--- config.mk ---
export PLATFORM = sky130hd
export DESIGN_NAME = axi_copy_master
export DESIGN_NICKNAME = d
export VERILOG_FILES = /design/src/rtl/dma_pkg.sv /design/src/rtl/dma_burst_fifo.sv /design/src/rtl/axi_copy_master.sv
export SDC_FILE = /design/constraint.sdc
export NUM_CORES = 1
export LEC_CHECK = 0
export CAP_MARGIN = 10
export CORE_UTILIZATION = 52
export CTS_CLUSTER_DIAMETER = 60
export DETAILED_ROUTE_END_ITERATION = 6
export HOLD_SLACK_MARGIN = 0.06
export PLACE_DENSITY = 0.77
export SYNTH_ARGS = -nofsm -noshare
export SYNTH_HDL_FRONTEND = slang
export SYNTH_SLANG_ARGS = --single-unit
--- constraint.sdc ---
create_clock -name clk -period 3.8 [get_ports clk]
set_input_delay 0.57 -clock clk [delete_from_list [all_inputs] [get_ports clk]]
set_output_delay 0.57 -clock clk [all_outputs]
set_load 0.005 [all_outputs]
--- src/rtl/dma_pkg.sv ---
// dma_pkg: shared FSM states, AXI encodings and the beat-size helper for the copy engine
package dma_pkg;
    typedef enum logic [2:0] {S_IDLE, S_RREQ, S_RDATA, S_WREQ, S_WDATA, S_WRESP} state_e;
    localparam logic [1:0] AXI_BURST_INCR = 2'b01;
    localparam logic [1:0] AXI_RESP_OKAY = 2'b00;
    function automatic logic [2:0] axi_size(input int bytes_per_beat);
        return 3'($clog2(bytes_per_beat));
    endfunction
endpackage

--- src/rtl/dma_burst_fifo.sv ---
// dma_burst_fifo: synchronous FIFO holding one read burst until it is written back out
module dma_burst_fifo #(
    parameter int DEPTH = 16,
    parameter int WIDTH = 32,
    localparam int AW = DEPTH > 1 ? $clog2(DEPTH) : 1,
    localparam int CW = $clog2(DEPTH + 1)
) (
    input  logic             clk,
    input  logic             rst,
    input  logic             push_i,
    input  logic [WIDTH-1:0] din_i,
    input  logic             pop_i,
    output logic [WIDTH-1:0] dout_o,
    output logic             full_o,
    output logic             empty_o,
    output logic [CW-1:0]    level_o
);
    logic [WIDTH-1:0] mem_q [DEPTH];
    logic [AW-1:0] wr_q, rd_q;
    logic [CW-1:0] cnt_q;
    logic push_ok, pop_ok;
    function automatic logic [AW-1:0] nxt(input logic [AW-1:0] p);
        return (p == AW'(DEPTH - 1)) ? '0 : p + 1'b1;
    endfunction
    assign push_ok = push_i && !full_o;
    assign pop_ok = pop_i && !empty_o;
    assign full_o = cnt_q == CW'(DEPTH);
    assign empty_o = cnt_q == '0;
    assign level_o = cnt_q;
    assign dout_o = mem_q[rd_q];
    // storage array, written on every accepted push
    always_ff @(posedge clk) begin
        if (push_ok) mem_q[wr_q] <= din_i;
    end
    // read/write pointers and occupancy
    always_ff @(posedge clk or posedge rst) begin
        if (rst) begin
            wr_q <= '0;
            rd_q <= '0;
            cnt_q <= '0;
        end else begin
            if (push_ok) wr_q <= nxt(wr_q);
            if (pop_ok) rd_q <= nxt(rd_q);
            cnt_q <= cnt_q + CW'(push_ok) - CW'(pop_ok);
        end
    end
endmodule

--- src/rtl/axi_copy_master.sv ---
// axi_copy_master: AXI master that copies a region burst by burst (read into buffer, then write out)
module axi_copy_master
    import dma_pkg::*;
#(
    parameter int ADDR_WIDTH = 32,
    parameter int DATA_WIDTH = 32,
    parameter int ID_WIDTH = 4,
    parameter int AXI_ID = 0,
    parameter int MAX_BURST = 16,
    parameter int LEN_WIDTH = 16
) (
    input  logic                    clk,
    input  logic                    rst,
    input  logic                    start,
    input  logic [ADDR_WIDTH-1:0]   src_addr,
    input  logic [ADDR_WIDTH-1:0]   dst_addr,
    input  logic [LEN_WIDTH-1:0]    byte_len,
    output logic                    busy,
    output logic                    done,
    output logic                    err,
    output logic [ID_WIDTH-1:0]     awid,
    output logic [ADDR_WIDTH-1:0]   awaddr,
    output logic [3:0]              awlen,
    output logic [2:0]              awsize,
    output logic [1:0]              awburst,
    output logic                    awvalid,
    input  logic                    awready,
    output logic [ID_WIDTH-1:0]     wid,
    output logic [DATA_WIDTH-1:0]   wdata,
    output logic [DATA_WIDTH/8-1:0] wstrb,
    output logic                    wlast,
    output logic                    wvalid,
    input  logic                    wready,
    input  logic [ID_WIDTH-1:0]     bid,
    input  logic [1:0]              bresp,
    input  logic                    bvalid,
    output logic                    bready,
    output logic [ID_WIDTH-1:0]     arid,
    output logic [ADDR_WIDTH-1:0]   araddr,
    output logic [3:0]              arlen,
    output logic [2:0]              arsize,
    output logic [1:0]              arburst,
    output logic                    arvalid,
    input  logic                    arready,
    input  logic [ID_WIDTH-1:0]     rid,
    input  logic [DATA_WIDTH-1:0]   rdata,
    input  logic [1:0]              rresp,
    input  logic                    rlast,
    input  logic                    rvalid,
    output logic                    rready
);
    localparam int BPB = DATA_WIDTH / 8;
    localparam int SZ = $clog2(BPB);
    localparam int BW = $clog2(MAX_BURST + 1);
    localparam int CW = $clog2(MAX_BURST + 1);
    state_e state_q;
    logic [ADDR_WIDTH-1:0] src_q, dst_q, step;
    logic [LEN_WIDTH-1:0] rem_q, rem_d;
    logic [BW-1:0] beats_q;
    logic busy_q, done_q, err_q, arvalid_q, rready_q, awvalid_q, bready_q;
    logic full, empty;
    logic [CW-1:0] level;
    logic unused_ok;
    function automatic logic [BW-1:0] burst_of(input logic [LEN_WIDTH-1:0] r);
        return (r > LEN_WIDTH'(MAX_BURST)) ? BW'(MAX_BURST) : r[BW-1:0];
    endfunction
    assign unused_ok = ^{rid, bid, full};
    assign rem_d = rem_q - LEN_WIDTH'(beats_q);
    assign step = ADDR_WIDTH'(beats_q) << SZ;
    assign busy = busy_q;
    assign done = done_q;
    assign err = err_q;
    assign arid = ID_WIDTH'(AXI_ID);
    assign araddr = src_q;
    assign arlen = 4'(beats_q - 1'b1);
    assign arsize = axi_size(BPB);
    assign arburst = AXI_BURST_INCR;
    assign arvalid = arvalid_q;
    assign rready = rready_q;
    assign awid = ID_WIDTH'(AXI_ID);
    assign awaddr = dst_q;
    assign awlen = 4'(beats_q - 1'b1);
    assign awsize = axi_size(BPB);
    assign awburst = AXI_BURST_INCR;
    assign awvalid = awvalid_q;
    assign wid = ID_WIDTH'(AXI_ID);
    assign wstrb = '1;
    assign wvalid = (state_q == S_WDATA) && !empty;
    assign wlast = wvalid && (level == CW'(1));
    assign bready = bready_q;
    dma_burst_fifo #(.DEPTH(MAX_BURST), .WIDTH(DATA_WIDTH)) u_fifo (
        .clk(clk),
        .rst(rst),
        .push_i(rready_q && rvalid),
        .din_i(rdata),
        .pop_i(wvalid && wready),
        .dout_o(wdata),
        .full_o(full),
        .empty_o(empty),
        .level_o(level)
    );
    // copy sequencer: one burst read, buffered, written and acknowledged before the next
    always_ff @(posedge clk or posedge rst) begin
        if (rst) begin
            state_q <= S_IDLE;
            src_q <= '0;
            dst_q <= '0;
            rem_q <= '0;
            beats_q <= '0;
            busy_q <= 1'b0;
            done_q <= 1'b0;
            err_q <= 1'b0;
            arvalid_q <= 1'b0;
            rready_q <= 1'b0;
            awvalid_q <= 1'b0;
            bready_q <= 1'b0;
        end else begin
            done_q <= 1'b0;
            case (state_q)
                S_IDLE: if (start) begin
                    err_q <= 1'b0;
                    if (byte_len != '0) begin
                        src_q <= src_addr;
                        dst_q <= dst_addr;
                        rem_q <= byte_len >> SZ;
                        beats_q <= burst_of(byte_len >> SZ);
                        arvalid_q <= 1'b1;
                        busy_q <= 1'b1;
                        state_q <= S_RREQ;
                    end else done_q <= 1'b1;
                end
                S_RREQ: if (arready) begin
                    arvalid_q <= 1'b0;
                    rready_q <= 1'b1;
                    state_q <= S_RDATA;
                end
                S_RDATA: if (rvalid) begin
                    if (rresp != AXI_RESP_OKAY) err_q <= 1'b1;
                    if (rlast) begin
                        rready_q <= 1'b0;
                        awvalid_q <= 1'b1;
                        state_q <= S_WREQ;
                    end
                end
                S_WREQ: if (awready) begin
                    awvalid_q <= 1'b0;
                    state_q <= S_WDATA;
                end
                S_WDATA: if (wvalid && wready && wlast) begin
                    bready_q <= 1'b1;
                    state_q <= S_WRESP;
                end
                S_WRESP: if (bvalid) begin
                    bready_q <= 1'b0;
                    if (bresp != AXI_RESP_OKAY) err_q <= 1'b1;
                    src_q <= src_q + step;
                    dst_q <= dst_q + step;
                    rem_q <= rem_d;
                    if (rem_d == '0) begin
                        done_q <= 1'b1;
                        busy_q <= 1'b0;
                        state_q <= S_IDLE;
                    end else begin
                        beats_q <= burst_of(rem_d);
                        arvalid_q <= 1'b1;
                        state_q <= S_RREQ;
                    end
                end
                default: state_q <= S_IDLE;
            endcase
        end
    end
endmodule

==> results_dict.tcl, run 1 <==
set metrics [dict create \
    worst-slew-pin-transition_ns 0.787 \
    async_set_or_reset_register_ratio_after_synthesis 0.174 \
    cellPowerDensity_mw_per_mm2 746 \
    timing.critical_path.required_ns 3.23 \
    post_cts_setup_inserts 0 \
    finalNonFillerCells 2647 \
    final.setup_skew_ns 0.0231 \
    post_synth_edffs 512 \
    timing.critical_path.fanout_max 26 \
    grt_use_total 0.258 \
    slew_violations 0 \
    fmax_mhz 270 \
    start_kind "flip-flop" \
    commonest_register_cell_after_synthesis "edfxtp_1" \
    clk_pin_slew_worst_paths_ns 0.06 \
    io-pin-count 272 \
    design.final.nets 2084 \
    grt_max_degree 50 \
    setup_repair_after_global_routing_missed_its_margin "false" \
    cell_count_after_synthesis 1656 \
    tns_ns 0 \
    place_congestion 0.909 \
    ys_seq_elements 620 \
    utilization 0.639 \
    cts_max_level 2 \
    core_mm2 0.0504 \
    avgRoutedWirePerCell_um 25.3 \
    post_cts.resized_instances 0 \
    wirelength_mm 66.9 \
    period_share 0.976 \
    synth_seq_area_share 0.677 \
    worst_slew_margin_rel 0.471 \
    number_of_global_route_vias_before_repair 16500 \
    clock_insertion_delay_worst_skew_ns 0.64 \
    report.final.setup_viol 0 \
    first_pass_iters 7 \
    run_status "completed" \
    number_of_instances_in_the_placed_design 2529 \
    fp-row-count 82 \
    summed_instance_area_of_the_synthesized_netlist_mm2 0.0267 \
    globalRouteOverflowTotal 0 \
    drc_errors 0 \
    cts-root-buf "clkbuf_16" \
    slowest_delay_ns 0.71 \
    cts.hold.buffers_added 0 \
    launching_point_of_the_worst_reg2reg_path "beats_q[1]$_DFFE_PP0P_" \
    synthesis.yosys.warnings 0 \
    port-buffer-count 237 \
    max-clock-path-buffers 3 \
    timing.critical_path.buf_inv 2 \
    route.vias.total 16200 \
    yosys.cell_types.count 72 \
    ant_nets 0 \
    criticalPathCategory "flip-flop to output port" \
    peakVddDrop_mv 0.483 \
    timing_hold_violations_final 0 \
    clkSinkCount 620 \
    whs_ns 0.271 \
    crit_path_cell_trace "buf_4 > mux4_2 > mux4_2 > clkdlybuf4s50_1" \
    hpwl_mm 39.1 \
    starting_utilization_of_the_core_area 0.530 \
    cpMostUsedCell "mux4_2" \
    power_mw 24.0 \
    max_cap_violations 0 \
    worstSetupEndpointType "output port" \
    tritoncts.num_buffers 61 \
    floorplan.die.width_um 229 \
    critical_path.top_delay_family "multiplexers" \
    fin_crit_ns 3.71 \
    worst_hold_path_type "input pin to async pin" \
    grt_first_pass_wirelength_mm 101 \
    avgViaCountPerCell 6.14 \
    die-area_mm2 0.0522 \
    detailedRoute.firstIterationViolations 1548 \
    floorplan.die.height_um 229 \
    drive_above_1_share 0.176 \
    cts_tree "built" \
    power_leakage_nw 10.9 \
    timing.critical_path.from "u_fifo.rd_q[1]$_DFFE_PP0P_" \
    synth_area_per_cell_um2 16.1 \
    grt_antenna_before_repair 4 \
    area_growth_syn_to_layout_pct 20.7 \
    arrival_time_reported_for_the_critical_path_endpoint_ns 3.14 \
    fill_cells 3440 \
    critical-path-slowest-cell "dfrtp_4" \
]
## logic make-up (layout without fill, tap and decap cells)
group,count (synthesis),after routing,synth area share
AO/OA/AOI/OAI,284,284,0.0674
XOR/XNOR,13,13,0.00427
adder cells (fa/ha/maj),31,31,0.0157
buffers and inverters,158,449,0.0277
flip-flops,620,620,0.677
multiplexers,178,178,0.142
other,2,30,0.000281
AND/OR/NAND/NOR,370,370,0.0655
## worst paths after layout
kind / endpoint / slack (ns) / cells after the start
setup / recovery: wdata[17] / 0.09 / 4
hold / removal: awaddr[0]$_DFFE_PP0P_ / 0.27 / 2
setup reg to reg: arvalid$_DFFE_PP0P_ / 0.66 / 9
hold reg to reg: araddr[0]$_DFFE_PP0P_ / 0.47 / 2
max in group asynchronous: araddr[6]$_DFFE_PP0P_ / 2.73 / 3
min in group clk: araddr[0]$_DFFE_PP0P_ / 0.47 / 2
## worst reg2reg max path, stage by stage (launching register included)
cell and delay [ns]:
dfrtp_1 0.50, inv_1 0.11, ha_1 0.31, nor2b_1 0.15, o211ai_1 0.21, o21ai_1 0.38
a32oi_1 0.21, or4_4 0.58, o21ai_0 0.45, nand2_1 0.10
## final cells by class
class | instances | area (um^2) | share of cell area
Sequential cell | 620 | 18100 | 0.562
Clock buffer | 82 | 1630 | 0.0505
Antenna cell | 4 | 10.0 | 0.000311
Tap cell | 672 | 841 | 0.0261
Inverter | 39 | 149 | 0.00462
Clock inverter | 32 | 290 | 0.00901
Multi-Input combinational cell | 902 | 8100 | 0.252
Timing Repair Buffer | 296 | 3100 | 0.0963
## registers in the layout, summed over array words and instances, names as in the netlist
| register | cells |
|---|---|
| u_fifo.rd_q | 4 |
| u_fifo.mem_q | 512 |
| arvalid | 1 |
| rem_q | 16 |
| awaddr | 32 |
| done | 1 |
| araddr | 32 |
| u_fifo.wr_q | 4 |
| busy | 1 |
| state_q | 3 |
| beats_q | 5 |
| rready | 1 |
| u_fifo.level_o | 5 |
| bready | 1 |
| awvalid | 1 |
| err | 1 |
## per-layer routing
layer  global-route usage  share of wire  vias up
met4               0.0982          0.035        2
met5                    0        0.00013        -
met1                0.335           0.38     8159
li1                     -              -     7034
met3               0.0516          0.087      166
met2                0.432           0.50      881
## through the flow
step,worst slack [ns],cell area (um^2)
6_report,0.0917,32200
5_1_grt,0.0187,32200
4_1_cts,0.0501,32200
3_5_place_dp,0.504,30300
3_3_place_gp,0.542,30300
2_1_floorplan,0.102,26800
## synthesized netlist by cell type, types with 4 or more instances
| cell | n | area (um^2) |
|---|---|---|
| a211oi_1 | 9 | 67.6 |
| a21o_1 | 13 | 97.6 |
| a21oi_1 | 89 | 445 |
| a22oi_1 | 5 | 37.5 |
| a31oi_1 | 22 | 138 |
| a32oi_1 | 13 | 114 |
| and2_1 | 6 | 37.5 |
| and3_1 | 13 | 81.3 |
| and4_1 | 5 | 43.8 |
| buf_1 | 18 | 67.6 |
| buf_2 | 14 | 70.1 |
| buf_4 | 34 | 255 |
| clkbuf_1 | 53 | 199 |
| dfrtp_1 | 108 | 2700 |
| edfxtp_1 | 512 | 15400 |
| fa_1 | 4 | 80.1 |
| ha_1 | 27 | 338 |
| inv_1 | 39 | 146 |
| mux2i_1 | 15 | 150 |
| mux4_2 | 160 | 3600 |
| nand2_1 | 140 | 526 |
| nand2b_1 | 8 | 50.1 |
| nand3_1 | 34 | 170 |
| nand4_1 | 11 | 68.8 |
| nor2_1 | 82 | 308 |
| nor2b_1 | 12 | 75.1 |
| nor3_1 | 25 | 125 |
| nor4_1 | 7 | 43.8 |
| o211a_1 | 6 | 60.1 |
| o211ai_1 | 5 | 37.5 |
| o21ai_0 | 63 | 315 |
| o22a_1 | 5 | 43.8 |
| o22ai_1 | 13 | 81.3 |
| or2_2 | 5 | 31.3 |
| or3_1 | 6 | 37.5 |
| xnor2_1 | 8 | 70.1 |
| xor2_1 | 5 | 43.8 |
## where the power goes
| part | switching, mW | internal, mW | total (mW) | leakage [nW] |
|---|---|---|---|---|
| combinational | 4.32 | 4.56 | 8.88 | 4.09 |
| sequential | 0.981 | 8.37 | 9.35 | 5.88 |
| clock | 2.58 | 3.22 | 5.80 | 0.918 |
## cells in the final DEF, fill, tap and decap left out, types with 7 or more instances in the layout
cell	instances
dfrtp_1	104
o22ai_1	13
inv_1	38
mux2i_1	15
conb_1	26
clkbuf_16	62
nand3_1	34
nor2b_1	12
and3_1	13
nor4_1	7
clkinv_2	9
nand2b_1	8
nor3_1	21
xnor2_1	8
a32oi_1	13
a211oi_1	9
a31oi_1	22
clkbuf_1	20
nor2_1	70
nand2_1	138
clkinv_1	12
mux4_2	160
buf_12	23
nand4_1	11
a21oi_1	89
nor2_4	13
a21o_1	13
ha_1	27
edfxtp_1	512
buf_4	36
clkdlybuf4s50_1	237
o21ai_0	63
(Power assumes the default switching activity.)
==> run 2: changes to the inputs <==
Settings changed: HOLD_SLACK_MARGIN 0.06 to 0.08.
Clock period 3.8 ns to 3 ns, I/O delays scaled along.
==> run 2 against run 1 <==
Compared with the run above:
- routed wire length is 12% higher
- register-to-register slack worse by 0.56 ns
- sequential cell count did not move
- cell count increased by 3.4%
- worst hold slack improved by 0.050 ns
- first-iteration DRC count grew 15%
- critical path type unchanged
- sequential power is 25% higher
- the run now ends with negative setup slack left
- die area stayed put
- worst setup slack worse by 0.31 ns
- highest routed layer is now met4
- power rose by 39%
==> results_dict.tcl, run 2 (synthesis results as in run 1) <==
set metrics [dict create \
    run_status "complete, but fails checks" \
    failing_checks "negative setup slack" \
    core_mm2 0.0504 \
    regMostFlops "u_fifo.mem_q" \
    area_growth_syn_to_layout_pct 26.0 \
    hpwl_mm 40.9 \
    clk_pin_slew_worst_paths_ns 0.06 \
    globalRouteOverflowTotal 0 \
    place_congestion 0.873 \
    cts_max_level 3 \
    crit_path_cell_trace "buf_8 > buf_16 > buf_12 > buf_6 > mux4_2 > mux4_2 > buf_2" \
    worst_slew_margin_rel 0.505 \
    start_kind "flip-flop" \
    grt_use_total 0.283 \
    timing.critical_path.buf_inv 5 \
    timing.critical_path.fanout_max 8 \
    max_cap_violations 0 \
    p_int_mw 22.3 \
    critical_path.top_delay_family "multiplexers" \
    mostFrequentLayoutCell "edfxtp_1" \
    fmax_mhz 310 \
    peakVddDrop_mv 0.612 \
    die-area_mm2 0.0522 \
    worstSetupEndpointType "output port" \
    worst-r2r-setup-slack_ns 0.10 \
    utilization 0.668 \
    grt_antenna_before_repair 1 \
    first_pass_iters 5 \
    design.final.nets 2173 \
    starting_utilization_of_the_core_area 0.530 \
    criticalPathCategory "flip-flop to output port" \
    cts.hold.buffers_added 0 \
    grt_first_pass_wirelength_mm 109 \
    port-buffer-count 237 \
    final_worst_slack_ns -0.222 \
    report.final.setup_viol 31 \
    final.setup_skew_ns 0.0252 \
    period_share 1.07 \
    grt_max_degree 87 \
    number_of_global_route_vias_before_repair 17400 \
    drc_errors 0 \
    p_switching_mw 11.0 \
    power.share.switching 0.329 \
    avgViaCountPerCell 6.26 \
    ant_nets 0 \
    timing_hold_violations_final 0 \
    fp-row-count 82 \
    floorplan.die.width_um 229 \
    worst_hold_path_type "input pin to async pin" \
    route.vias.total 17100 \
    power_leakage_nw 11.7 \
    max-clock-path-buffers 3 \
    avgRoutedWirePerCell_um 27.5 \
    multi_input_combinational_cell_area_mm2 0.00812 \
    io-pin-count 272 \
    worst-slew-pin-transition_ns 0.740 \
    floorplan.die.height_um 229 \
    wirelength_mm 75.2 \
    cellPowerDensity_mw_per_mm2 990 \
    clock_network_power_share 0.253 \
    detailedRoute.firstIterationViolations 1786 \
    combinationalPowerShare 0.395 \
    setup_repair_after_global_routing_missed_its_margin "true" \
    slew_violations 0 \
    clkSinkCount 620 \
    tns_ns -3.74 \
    cpMostUsedCell "mux4_2" \
    slowest_delay_ns 0.53 \
    tritoncts.num_buffers 67 \
    sequential_group_share_of_total_power 0.352 \
    fill_cells 3249 \
    seqCellArea_mm2 0.0181 \
    clock_insertion_delay_worst_skew_ns 0.61 \
    arrival_time_reported_for_the_critical_path_endpoint_ns 2.77 \
    cts-root-buf "clkbuf_16" \
    mostFrequentLayoutCells "edfxtp_1 (512), clkdlybuf4s50_1 (205), mux4_2 (160)" \
    largest_reg_flops 512 \
    cts_tree "built" \
    fin_crit_ns 3.22 \
    drive_above_1_share 0.234 \
    timing.critical_path.required_ns 2.55 \
    critical-path-slowest-cell "dfrtp_4" \
]
-- run 2: worst paths after layout --
kind,from,depth (start not counted),end
max,u_fifo.rd_q[0]$_DFFE_PP0P_,7,wdata[10]
min reg2reg,rem_q[14]$_DFFE_PP0P_,1,rem_q[14]$_DFFE_PP0P_
min,rst,2,awaddr[26]$_DFFE_PP0P_
min in group clk,dst_addr[1],3,awaddr[1]$_DFFE_PP0P_
max reg2reg,rem_q[0]$_DFFE_PP0P_,10,beats_q[0]$_DFFE_PP0P_
max in group asynchronous,rst,3,u_fifo.rd_q[0]$_DFFE_PP0P_
-- run 2: per-stage QoR --
step | setup slack, ns | instance area (um^2) | power [mW] | std cells | hold WS, ns
2_1_floorplan | -0.154 | 26800 | 18.6 | 1680 | 0.442
3_3_place_gp | 0.0372 | 30700 | 23.1 | 2565 | 0.462
3_5_place_dp | -0.0305 | 30700 | 23.5 | 2565 | 0.469
4_1_cts | -0.275 | 33500 | 32.9 | 2724 | 0.316
5_1_grt | -0.272 | 33600 | 34.7 | 2735 | 0.351
6_report | -0.222 | 33600 | 33.3 | 2736 | 0.321
-- run 2: cell type report --
type,instances,share of cell area
Sequential cell,620,0.538
Multi-Input combinational cell,902,0.241
Timing Repair Buffer,379,0.125
Clock buffer,86,0.0548
Tap cell,672,0.0250
Clock inverter,36,0.0113
Inverter,39,0.00446
Antenna cell,2,0.000149
-- run 2: worst register-to-register path, cell delays in order (launching register included) --
cell and delay (ns):
dfrtp_1 0.36, inv_1 0.07, ha_1 0.23, fa_1 0.24, nand2b_4 0.16, a21oi_1 0.09
a2111oi_2 0.34, a32oi_1 0.20, or4_4 0.59, or2_4 0.31, o211a_1 0.22
-- run 2: layer usage --
metal | global-route usage | vias to the layer above | wire (um)
met4 | 0.110 | 0 | 3110
met2 | 0.473 | 991 | 37900
met5 | 0 | - | 0
li1 | - | 7217 | -
met3 | 0.0550 | 195 | 5880
met1 | 0.368 | 8725 | 28300
-- run 2: what timing repair did --
item | CTS | global route
setup buffers | 29 | 11
resized for setup | 135 | 36
setup endpoints to repair | 32 | 35
pin swaps | 0 | 0
cloned | 8 | 6
-- run 2: power groups by stage --
stage	registers (mW)	clock network, mW	logic, mW
after floorplan	11.5	0	7.14
after global placement	11.7	0	11.4
after detailed placement	11.8	0	11.7
after CTS	11.7	8.45	12.8
after global routing	11.9	8.80	14.1
final	11.7	8.42	13.2
==> run 3: changes to the inputs <==
Settings changed: CORE_UTILIZATION 52 to 57, DONT_BUFFER_PORTS set to 1, PLACE_DENSITY 0.77 to 0.75, SLEW_MARGIN set to 20.
==> run 3 against run 2 <==
Compared with the run above:
- global-route usage grew 1.1 points
- die area shrank 8.7%
- critical endpoint is now wdata[9]
- the flow now finishes without violations
- combinational power shrank 21%
- sequential power is essentially flat
- sequential cell count is the same
- highest routed layer unchanged
- worst setup slack gained 0.22 ns
- maximum frequency grew 7.5%
- clock skew grew 0.037 ns
- via count shrank 4.9%
- power shrank 9.2%
- design area shrank 6.8%
- clock power shrank 4.8%
==> results_dict.tcl, run 3 (synthesis results as in run 1) <==
set metrics [dict create \
    setup_repair_after_global_routing_missed_its_margin "true" \
    grt_antenna_before_repair 0 \
    groute.layer.met2.usage 0.502 \
    floorplan.die.height_um 218 \
    design.final.nets 1983 \
    worst_hold_path_type "input pin to flip-flop" \
    die-area_mm2 0.0477 \
    timing_hold_violations_final 0 \
    starting_utilization_of_the_core_area 0.583 \
    tritoncts.num_buffers 68 \
    final.setup_skew_ns 0.0625 \
    run_status "completed" \
    report.final.setup_viol 0 \
    whs_ns 0.108 \
    max_cap_violations 0 \
    max-clock-path-buffers 3 \
    criticalPathCategory "flip-flop to output port" \
    hp_start "src_addr[8]" \
    floorplan.die.width_um 218 \
    mostFrequentLayoutCells "edfxtp_1 (512), mux4_2 (160), nand2_1 (138)" \
    cellPowerDensity_mw_per_mm2 965 \
    largest_reg_flops 512 \
    number_of_instances_in_the_placed_design 2242 \
    arrival_time_reported_for_the_critical_path_endpoint_ns 2.55 \
    diodes 0 \
    hpwl_mm 39.7 \
    tns_ns 0 \
    endpoint_of_the_worst_hold_path "araddr[8]$_DFFE_PP0P_" \
    mostFrequentLayoutCell "edfxtp_1" \
    globalRouteMet1Util 0.357 \
    number_of_global_route_vias_before_repair 16200 \
    port-buffer-count 0 \
    drive_above_1_share 0.211 \
    avgViaCountPerCell 6.59 \
    peakVddDrop_mv 0.790 \
    cts-root-buf "clkbuf_16" \
    start_kind "flip-flop" \
    fin_crit_ns 3.00 \
    slew_violations 0 \
    grt_max_degree 87 \
    core_mm2 0.0458 \
    area_growth_syn_to_layout_pct 17.4 \
    launching_point_of_the_worst_reg2reg_path "beats_q[2]$_DFFE_PP0P_" \
    io-pin-count 272 \
    clock_insertion_delay_worst_skew_ns 0.63 \
    detailedRoute.firstIterationViolations 1812 \
    cts_max_level 3 \
    fill_cells 2825 \
    critical_path.reg2reg.endpoint "awaddr[17]$_DFFE_PP0P_" \
    timing.critical_path.fanout_max 13 \
    first_pass_iters 5 \
    timing.critical_path.required_ns 2.55 \
    worstSetupEndpointType "output port" \
    grt_use_total 0.294 \
    drc_errors 0 \
    worst-r2r-setup-slack_ns 0.06 \
    clkSinkCount 620 \
    grt_first_pass_wirelength_mm 102 \
    avgRoutedWirePerCell_um 28.5 \
    fp-row-count 78 \
    regMostFlops "u_fifo.mem_q" \
    multi_input_combinational_cell_area_mm2 0.00813 \
    worst-slew-pin-transition_ns 0.771 \
    ant_nets 0 \
    place_congestion 0.874 \
    grtUsageMet3 0.0703 \
    worst_slew_margin_rel 0.485 \
    clk_pin_slew_worst_paths_ns 0.06 \
    period_share 0.999 \
    grt_busiest_layer "met2" \
    wirelength_mm 70.4 \
    timing.hold.worst_path_depth 2 \
    finalNonFillerCells 2470 \
    fmax_mhz 334 \
    power_leakage_nw 10.7 \
    globalRouteOverflowTotal 0 \
    seqCellArea_mm2 0.0181 \
    route.vias.total 16300 \
    cts_tree "built" \
    reg2reg_depth 10 \
]
[run 3: routing by layer]
layer  vias to the layer above  wire length [um]  share of wire
met1                      8311             25000           0.36
met3                       187              6340          0.090
met2                       958             36100           0.51
met4                         0              2840          0.040
met5                         -                 0              0
li1                       6833                 -              -
[run 3: cell type report]
type | instances | area share
Tap cell | 600 | 0.0240
Multi-Input combinational cell | 902 | 0.260
Inverter | 39 | 0.00479
Timing Repair Buffer | 188 | 0.0666
Sequential cell | 620 | 0.577
Clock buffer | 88 | 0.0577
Clock inverter | 33 | 0.00998
[run 3: worst max path at each step]
| stage | endpoint | start | depth (start not counted) | slack [ns] |
|---|---|---|---|---|
| floorplan | u_fifo.mem_q[4][0]$_DFFE_PP_ | u_fifo.level_o[2]$_DFF_PP0_ | 7 | -0.15 |
| global placement | arvalid$_DFFE_PP0P_ | rem_q[0]$_DFFE_PP0P_ | 11 | 0.13 |
| detailed placement | arvalid$_DFFE_PP0P_ | beats_q[1]$_DFFE_PP0P_ | 10 | 0.08 |
| CTS | wdata[27] | u_fifo.rd_q[0]$_DFFE_PP0P_ | 4 | -0.04 |
| global route | wdata[9] | u_fifo.rd_q[0]$_DFFE_PP0P_ | 4 | -0.06 |
| finish | wdata[9] | u_fifo.rd_q[0]$_DFFE_PP0P_ | 4 | 0.002 |
[run 3: critical path, stage by stage (launching register included)]
cell and delay [ns]:
dfrtp_4 0.43, buf_12 0.19, buf_16 0.18, mux4_2 0.52
mux4_2 0.58
[run 3: repair_timing]
item	4_1_cts	5_1_grt
hold endpoints to repair	603	1
endpoints found under the setup margin	29	32
resized for setup	13	9
setup buffers	3	1
hold buffers	95	1
cloned	3	4
pin swaps	0	1
[run 3: report_power, final]
| part | internal [mW] | switching, mW |
|---|---|---|
| logic | 4.79 | 5.59 |
| registers | 10.6 | 1.23 |
| clock network | 4.56 | 3.46 |
| total | 20.0 | 10.3 |
[run 3: per-stage QoR]
stage | setup slack (ns) | utilization | power, mW | instance area (um^2)
after floorplan | -0.154 | - | 18.6 | 26800
after global placement | 0.125 | 0.610 | 21.0 | 27900
after detailed placement | 0.0813 | 0.610 | 21.4 | 27900
after CTS | -0.0384 | 0.681 | 30.0 | 31200
after global routing | -0.0650 | 0.684 | 31.6 | 31300
final | 0.00234 | 0.684 | 30.2 | 31300
